$ cat config.mk
export PLATFORM = sky130hd
export DESIGN_NAME = seq_loader
export DESIGN_NICKNAME = d
export VERILOG_FILES = /design/src/rtl/align_pkg.sv /design/src/rtl/seq_buffer.sv /design/src/rtl/seq_loader.sv
export SDC_FILE = /design/constraint.sdc
export NUM_CORES = 1
export LEC_CHECK = 0
export ABC_AREA = 0
export CORE_MARGIN = 3
export CORE_UTILIZATION = 50
export DETAILED_ROUTE_END_ITERATION = 10
export PLACE_DENSITY = 0.8
export SLEW_MARGIN = 20
export SYNTH_ARGS = -nofsm -noshare
export SYNTH_HDL_FRONTEND = slang
export SYNTH_SLANG_ARGS = --single-unit
$ cat constraint.sdc
create_clock -name clk -period 3.18 [get_ports clk]
set_clock_uncertainty 0.2 [all_clocks]
set_input_delay 0.318 -clock clk [delete_from_list [all_inputs] [get_ports clk]]
set_output_delay 0.318 -clock clk [all_outputs]
set_load 0.1 [all_outputs]
$ cat src/rtl/align_pkg.sv
// Shared types and defaults for the alignment datapath input stage.
package align_pkg;

    localparam int unsigned SEQ_LEN_DEFAULT = 32;
    localparam int unsigned BASE_W_DEFAULT  = 2;

    typedef logic [1:0] base_t;

    localparam base_t BASE_A = 2'b00;
    localparam base_t BASE_C = 2'b01;
    localparam base_t BASE_G = 2'b10;
    localparam base_t BASE_T = 2'b11;

    typedef enum logic [1:0] {
        IDLE   = 2'd0,
        LOAD_Q = 2'd1,
        LOAD_R = 2'd2,
        HOLD   = 2'd3
    } loader_state_e;

    function automatic int unsigned packed_width(input int unsigned len, input int unsigned base_w);
        return len * base_w;
    endfunction

endpackage

$ cat src/rtl/seq_buffer.sv
// Packed sequence register: one base written per cycle at an index, async clear.
module seq_buffer
    import align_pkg::*;
#(
    parameter int unsigned SEQ_LEN = SEQ_LEN_DEFAULT,
    parameter int unsigned BASE_W  = BASE_W_DEFAULT,
    localparam int unsigned IDX_W  = $clog2(SEQ_LEN),
    localparam int unsigned DATA_W = packed_width(SEQ_LEN, BASE_W)
) (
    input  logic              clk,
    input  logic              rst_n,
    input  logic              wr_en,
    input  logic [IDX_W-1:0]  wr_idx,
    input  logic [BASE_W-1:0] wr_base,
    output logic [DATA_W-1:0] data_o
);

    logic [DATA_W-1:0] data_q;

    // Only the addressed slot changes; all other bases keep their previous value.
    always_ff @(posedge clk or negedge rst_n) begin
        if (!rst_n) begin
            data_q <= '0;
        end else begin
            for (int unsigned i = 0; i < SEQ_LEN; i++) begin
                if (wr_en && (wr_idx == IDX_W'(i))) begin
                    data_q[i*BASE_W +: BASE_W] <= wr_base;
                end
            end
        end
    end

    assign data_o = data_q;

endmodule

$ cat src/rtl/seq_loader.sv
// Serial-to-parallel loader: packs a query then a reference sequence, holds both until acked.
module seq_loader
    import align_pkg::*;
#(
    parameter int unsigned SEQ_LEN = SEQ_LEN_DEFAULT,
    parameter int unsigned BASE_W  = BASE_W_DEFAULT
) (
    input  logic                      clk,
    input  logic                      rst_n,
    input  logic                      start,
    input  logic                      in_valid,
    input  logic [BASE_W-1:0]         in_base,
    output logic                      in_ready,
    output logic [SEQ_LEN*BASE_W-1:0] query_out,
    output logic [SEQ_LEN*BASE_W-1:0] ref_out,
    output logic                      load_done,
    output logic                      busy,
    input  logic                      array_ack
);

    localparam int unsigned IDX_W = $clog2(SEQ_LEN);
    localparam logic [IDX_W-1:0] LAST_IDX = IDX_W'(SEQ_LEN - 1);

    loader_state_e    state_q, state_d;
    logic [IDX_W-1:0] cnt_q, cnt_d;
    logic             load_done_q, load_done_d;
    logic             in_ready_q, in_ready_d;
    logic             busy_q, busy_d;
    logic             accept;
    logic             last_base;
    logic             q_wr_en;
    logic             r_wr_en;

    always_ff @(posedge clk or negedge rst_n) begin
        if (!rst_n) begin
            state_q     <= IDLE;
            cnt_q       <= '0;
            load_done_q <= 1'b0;
            in_ready_q  <= 1'b0;
            busy_q      <= 1'b0;
        end else begin
            state_q     <= state_d;
            cnt_q       <= cnt_d;
            load_done_q <= load_done_d;
            in_ready_q  <= in_ready_d;
            busy_q      <= busy_d;
        end
    end

    // in_ready/busy are registered copies of the next-state decode, so in_valid never reaches in_ready.
    always_comb begin
        state_d     = state_q;
        cnt_d       = cnt_q;
        load_done_d = 1'b0;
        q_wr_en     = 1'b0;
        r_wr_en     = 1'b0;
        accept      = in_valid && in_ready_q;
        last_base   = (cnt_q == LAST_IDX);

        case (state_q)
            IDLE: begin
                if (start) begin
                    state_d = LOAD_Q;
                    cnt_d   = '0;
                end
            end
            LOAD_Q: begin
                if (accept) begin
                    q_wr_en = 1'b1;
                    if (last_base) begin
                        state_d = LOAD_R;
                        cnt_d   = '0;
                    end else begin
                        cnt_d = cnt_q + IDX_W'(1);
                    end
                end
            end
            LOAD_R: begin
                if (accept) begin
                    r_wr_en = 1'b1;
                    if (last_base) begin
                        state_d     = HOLD;
                        cnt_d       = '0;
                        load_done_d = 1'b1;
                    end else begin
                        cnt_d = cnt_q + IDX_W'(1);
                    end
                end
            end
            HOLD: begin
                if (array_ack) begin
                    state_d = start ? LOAD_Q : IDLE;
                    cnt_d   = '0;
                end
            end
            default: begin
                state_d = IDLE;
                cnt_d   = '0;
            end
        endcase

        in_ready_d = (state_d == LOAD_Q) || (state_d == LOAD_R);
        busy_d     = (state_d != IDLE);
    end

    seq_buffer #(
        .SEQ_LEN (SEQ_LEN),
        .BASE_W  (BASE_W)
    ) u_query_buf (
        .clk     (clk),
        .rst_n   (rst_n),
        .wr_en   (q_wr_en),
        .wr_idx  (cnt_q),
        .wr_base (in_base),
        .data_o  (query_out)
    );

    seq_buffer #(
        .SEQ_LEN (SEQ_LEN),
        .BASE_W  (BASE_W)
    ) u_ref_buf (
        .clk     (clk),
        .rst_n   (rst_n),
        .wr_en   (r_wr_en),
        .wr_idx  (cnt_q),
        .wr_base (in_base),
        .data_o  (ref_out)
    );

    assign in_ready  = in_ready_q;
    assign load_done = load_done_q;
    assign busy      = busy_q;

endmodule
# After elaboration in Yosys (flattened, before gate mapping)
# Cells that the tools add are included.
totals:
  ff_bits: 138
  latch_bits: 0
  ramBits: 0
  rom_bits: 0
  output_inout_bits: 131
  elab_cells: 199
  memories: 0
op_classes:
  addsub: 1
  n_mul: 0
  div: 0
  magnitude_cmp: 0
  eq_ne: 39
  shifts: 0
  mux: 19
  bitwise_logic: 0
  reduce_logical: 71
op_table:
  columns: ["operator", "n"]
  rows:
  - ["5-bit equality test (second input constant)", 16]
  - ["1-bit logical AND", 65]
  - ["5-bit by 4-bit equality test with 1-bit output (second input constant)", 8]
  - ["5-bit by 3-bit equality test with 1-bit output (second input constant)", 4]
  - ["5-bit two-way mux", 4]
  - ["5-bit case mux with 3 select lines", 1]
  - ["2-bit two-way mux", 6]
  - ["5-bit by 2-bit equality test with 1-bit output (second input constant)", 2]
  - ["2-bit case mux with 4 select lines", 1]
  - ["1-bit two-way mux", 7]
  - ["2-bit equality test (second input constant)", 3]
  - ["5-bit by 1-bit adder with 5-bit output (second input constant)", 1]
  - ["5-bit by 1-bit equality test with 1-bit output (second input constant)", 1]
  - ["5-bit logical NOT", 1]
  - ["2-bit by 1-bit equality test with 1-bit output (second input constant)", 2]
  - ["2-bit inequality test (second input constant)", 2]
  - ["3-bit AND reduction", 1]
  - ["2-bit logical NOT", 1]
  - ["2-bit by 1-bit inequality test with 1-bit output (second input constant)", 1]
  - ["2-bit nonzero test", 1]
  - ["2-bit OR reduction", 1]
  - ["1-bit logical OR", 1]

# Logic depth before layout (Yosys ltp)
depth:
  word_depth: 6
  depth_mapped: 8

# Hierarchy
# A second synthesis with hierarchy kept.
unflattened:
  cells_unflattened: 425
  hier_area_um2: 5874.4
modules_own_cells:
  columns: ["module", "instances", "cells_each", "area_per_inst_um2", "seq_area_each_um2"]
  rows:
  - ["seq_buffer", 2, 182, 2606.2, 1601.5]
  - ["seq_loader", 1, 61, 661.9, 250.2]

# Least setup slack after synthesis
# No wires, ideal clock.
synth_path:
  path_kind: "register to register"
  startpoint: "reg in_ready_q, in the netlist in_ready"
  endpoint: "reg in_ready_q, in the netlist in_ready"
  arrival_time_ns: 2.009
  required_ns: 2.854
  setup_slack_ns: 0.845
  stages_incl_launch_ff: 6
  synth_period_minus_slack_ns: 2.335
  path_cell_list: "dfrtp_1 -> buf_6 -> nand3_1 -> a221o_1 -> a21oi_1 -> ha_1"
synth_between:
  elab_chain_cells: 5
  elab_cells_between_ends: 7
synth_rtl:
  columns: ["item", "line_no", "source"]
  rows:
  - ["start, declared", "seq_loader.sv:27", "logic in_ready_q, in_ready_d;"]
  - ["start signal, assigned", "seq_loader.sv:45", "in_ready_q <= in_ready_d;"]
  - ["1-bit logical AND *", "seq_loader.sv:57", "accept = in_valid && in_ready_q;"]
  - ["2-bit two-way mux, on equally long branches", "seq_loader.sv:79, seq_loader.sv:68", null]
  - ["2-bit case mux with 4 select lines *", "seq_loader.sv:60", "case (state_q)"]
  - ["2-bit by 1-bit equality test with 1-bit output or 2-bit equality test (tied branches)", "seq_loader.sv:102", "in_ready_d = (state_d == LOAD_Q) || (state_d == LOAD_R);"]
  - ["1-bit logical OR *", "seq_loader.sv:102", null]
  - ["named net in_ready_d", "seq_loader.sv:27", null]
# The timed path passes the listed nets; every way through them passes the cells marked *.
# A chain may end at the register's enable or synchronous reset.

# Final worst setup path
layout_path:
  startpoint: "reg state_q[1]"
  endpoint: "reg u_query_buf.data_q[23], in the netlist u_query_buf.data_o[23]"
layout_between:
  elab_chain_cells: 3
layout_rtl:
  columns: ["item", "line_no", "source"]
  rows:
  - ["start, declared", "seq_loader.sv:24", "loader_state_e state_q, state_d;"]
  - ["start signal, assigned", "seq_loader.sv:42", "state_q <= state_d;"]
  - ["2-bit by 1-bit equality test with 1-bit output", "seq_loader.sv:60", null]
  - ["1-bit two-way mux", "seq_loader.sv:60", null]
  - ["1-bit logical AND", "seq_buffer.sv:26", "if (wr_en && (wr_idx == IDX_W'(i))) begin"]
  - ["end signal, assigned by index", "seq_buffer.sv:27", "data_q[i*BASE_W +: BASE_W] <= wr_base;"]
  - ["end, declared", "seq_buffer.sv:18", "logic [DATA_W-1:0] data_q;"]
# No other way between the ends.

==> impl_metrics.env <==
export IMPL_status="completed"
export IMPL_p_comb_share_pct=29.0
export IMPL_hp_class="in2async"
export IMPL_max_freq_mhz=387.7
export IMPL_cts_hold_buf=1
export IMPL_synth_seq_area_share_pct=57.66
export IMPL_diodes=0
export IMPL_cts_buffers=17
export IMPL_wl_um=14460
export IMPL_cts_max_path_buffers=2
export IMPL_grt_pass1_wl_um=22760
export IMPL_grt_usage_pct=22.40
export IMPL_worst_pin_slew_ns=0.7535
export IMPL_final_nets=594
export IMPL_cts_root_buf="clkbuf_16"
export IMPL_synth_top_area_share_pct=57.66
export IMPL_muxShareOfSynthArea_pct=24.57
export IMPL_gr_total_overflow=0
export IMPL_rsz0062_at_grt="false"
export IMPL_pwr_density_cell_nw_per_um2=748.2
export IMPL_yosys_area_share_adder_pct=2.298
export IMPL_required_ns=3.27
export IMPL_whs_ns=0.3051
export IMPL_synth_area_top_cells="dfrtp_1 (58%), mux2_2 (23%), nor2_1 (2.6%)"
export IMPL_htreeDepth=4
export IMPL_synth_area_um2=5989
export IMPL_drive_gt1_share_pct=53.74
export IMPL_coreArea_um2=11560
export IMPL_async_reset_ff_share_pct=100.0
export IMPL_switching_share_pct=37.37
export IMPL_mostFrequentLayoutCell="dfrtp_1"
export IMPL_yosysWarnings=0
export IMPL_yosysUniqueCellTypes=46
export IMPL_num_rows=39
export IMPL_stdcell_count=731
export IMPL_clk_latency_ns=0.41
export IMPL_most_common_layout_cells="dfrtp_1 (138), buf_4 (136), mux2_2 (120), nor2_1 (41), clkbuf_16 (17)"
export IMPL_syn_avg_cell_area_um2=13.52
export IMPL_yosys_most_used_dff="dfrtp_1"
export IMPL_place_area_um2=7112
export IMPL_wl_per_cell_um=19.78
export IMPL_synth_edff_count=0
export IMPL_synth_compound_area_share_pct=2.611
export IMPL_clk_pin_slew_ns=0.06
export IMPL_route_detailed_drc=0
export IMPL_maxCapViolCount=0
export IMPL_fin_area_um2=7745
export IMPL_grt_pass1_vias=4202
export IMPL_synth_top_family_by_area="multiplexers"
export IMPL_ir_drop_mv=0.3733
export IMPL_setup_tns_ns=0
export IMPL_start_util_pct=51.79
export IMPL_antenna_found_initial=0
export IMPL_critPathMaxFanout=11
export IMPL_synth_xor_area_share_pct=0
export IMPL_synth_largest_area_cell="dfrtp_1"
export IMPL_numClockSinks=138
export IMPL_switching_power_mw=2.166
export IMPL_via_per_inst=5.520
export IMPL_dr_pass1_iters=4
export IMPL_hold_viol=0
export IMPL_critPathLaunchType="flip-flop"
export IMPL_io_pins=138
export IMPL_synth_seq_cells=138
export IMPL_syn_nets=461
export IMPL_end_kind="flip-flop"
export IMPL_p_leak_nw=4.013
export IMPL_cts_resized=0
export IMPL_dp_cells=699
export IMPL_antenna_left=0
export IMPL_dieArea_um2=13330
export IMPL_cts_tree="done"
export IMPL_grt_max_degree=83
export IMPL_hpwl_um=9889
export IMPL_finalCritPeriodShare_pct=81.11
export IMPL_finalSetupViolations=0
export IMPL_port_buffers=137
export IMPL_fp_dieW_um=115.5
export IMPL_yosys_area_share_simple_pct=10.01
export IMPL_critical_path_arrival_ns=2.67
export IMPL_clkPwrFrac_pct=35.2
export IMPL_netlist_instances=443
export IMPL_seq_power_share_pct=35.8
export IMPL_routed_via_count=4035
export IMPL_crit_type="reg2reg"
export IMPL_intPower_mw=3.629
export IMPL_area_growth_pct=29.31
export IMPL_fp_dieH_um=115.5
export IMPL_drt_iter0_markers=310
export IMPL_cts_setup_buffers=0
export IMPL_max_slew_margin_pct=49.77
export IMPL_final_max_slew_viol_count=0
export IMPL_gp_congestion=0.7584
export IMPL_period_needed_ns=2.579
## final cells by class
class                           instances  area (um2)
Inverter                                8       30.03
Clock buffer                           21       480.5
Timing Repair Buffer                  143        1097
Clock inverter                         10       140.1
Fill cell                             850        3820
Multi-Input combinational cell        268        2365
Sequential cell                       138        3453
Tap cell                              143       178.9
## per-layer routing
layer / GRT usage (%) / vias up / share of wire [%]
met3: 4.752 / 33 / 4.6
met4: 10.33 / 0 / 3.6
li1: - / 1822 / -
met1: 28.61 / 2052 / 41
met2: 36.81 / 128 / 50
met5: 0 / - / 0
## power by group through the flow
stage / clock (mW) / sequential, mW / combinational, mW
final: 2.04 / 2.07 / 1.68
after floorplan: 0 / 2.87 / 0.524
after CTS: 2.07 / 2.07 / 1.68
after global placement: 0 / 2.09 / 1.66
after detailed placement: 0 / 2.10 / 1.68
after global routing: 2.13 / 2.10 / 1.76
## state kept, by name (all words and copies together), names as in the netlist
signal / flops
in_ready: 1
u_ref_buf.data_o: 64
busy: 1
cnt_q: 5
load_done: 1
state_q: 2
u_query_buf.data_o: 64
## cells by family (layout without fill, tap and decap cells)
| family | count (synthesis) | after routing |
|---|---|---|
| compound gates | 20 | 20 |
| fa+ha+maj | 11 | 11 |
| buf+inv | 37 | 182 |
| flops | 138 | 138 |
| mux | 128 | 128 |
| simple gates | 109 | 109 |
## cells in the mapped netlist (2+ instances only)
master    count
ha_1         11
nand4_1       6
buf_2        10
nor2_1       41
nor3b_2       4
nand3_1       6
buf_6         2
inv_1         8
nand2_2       4
nand2_1      15
o211ai_1      3
mux2_4        8
nor2_2        5
o21ai_0       4
or3_1         2
dfrtp_1     138
clkbuf_1     15
nand4b_1      2
mux2_2      120
a21oi_1       2
nand3b_1     10
nor2b_1       2
and3_1        2
## stage by stage
stage	total power, mW	setup WS [ns]	utilization (%)
after floorplan	3.393	0.8451	-
after global placement	3.746	0.7075	61.50
after detailed placement	3.777	0.6658	61.50
after CTS	5.828	0.6417	66.95
after global routing	5.990	0.4323	66.97
final	5.795	0.6008	66.97
## worst paths after layout
check                      slack (ns)                 start  cells after the start                endpoint
setup / recovery                 0.60            state_q[1]                      5  u_query_buf.data_o[23]
hold / removal                   0.31                 rst_n                      2    u_ref_buf.data_o[31]
setup reg to reg                 0.60            state_q[1]                      5  u_query_buf.data_o[23]
hold reg to reg                  0.31  u_ref_buf.data_o[54]                      1    u_ref_buf.data_o[54]
max in group asynchronous        1.72                 rst_n                      3  u_query_buf.data_o[38]
min in group clk                 0.31  u_ref_buf.data_o[54]                      1    u_ref_buf.data_o[54]
## critical path, stage by stage, from the launching register on
cell and delay, ns:
dfrtp_1 0.42, inv_1 0.12, ha_1 0.39, nand4b_1 0.55, nor2_1 0.41, mux2_2 0.38
No activity file was read; power rests on OpenSTA's default activity.
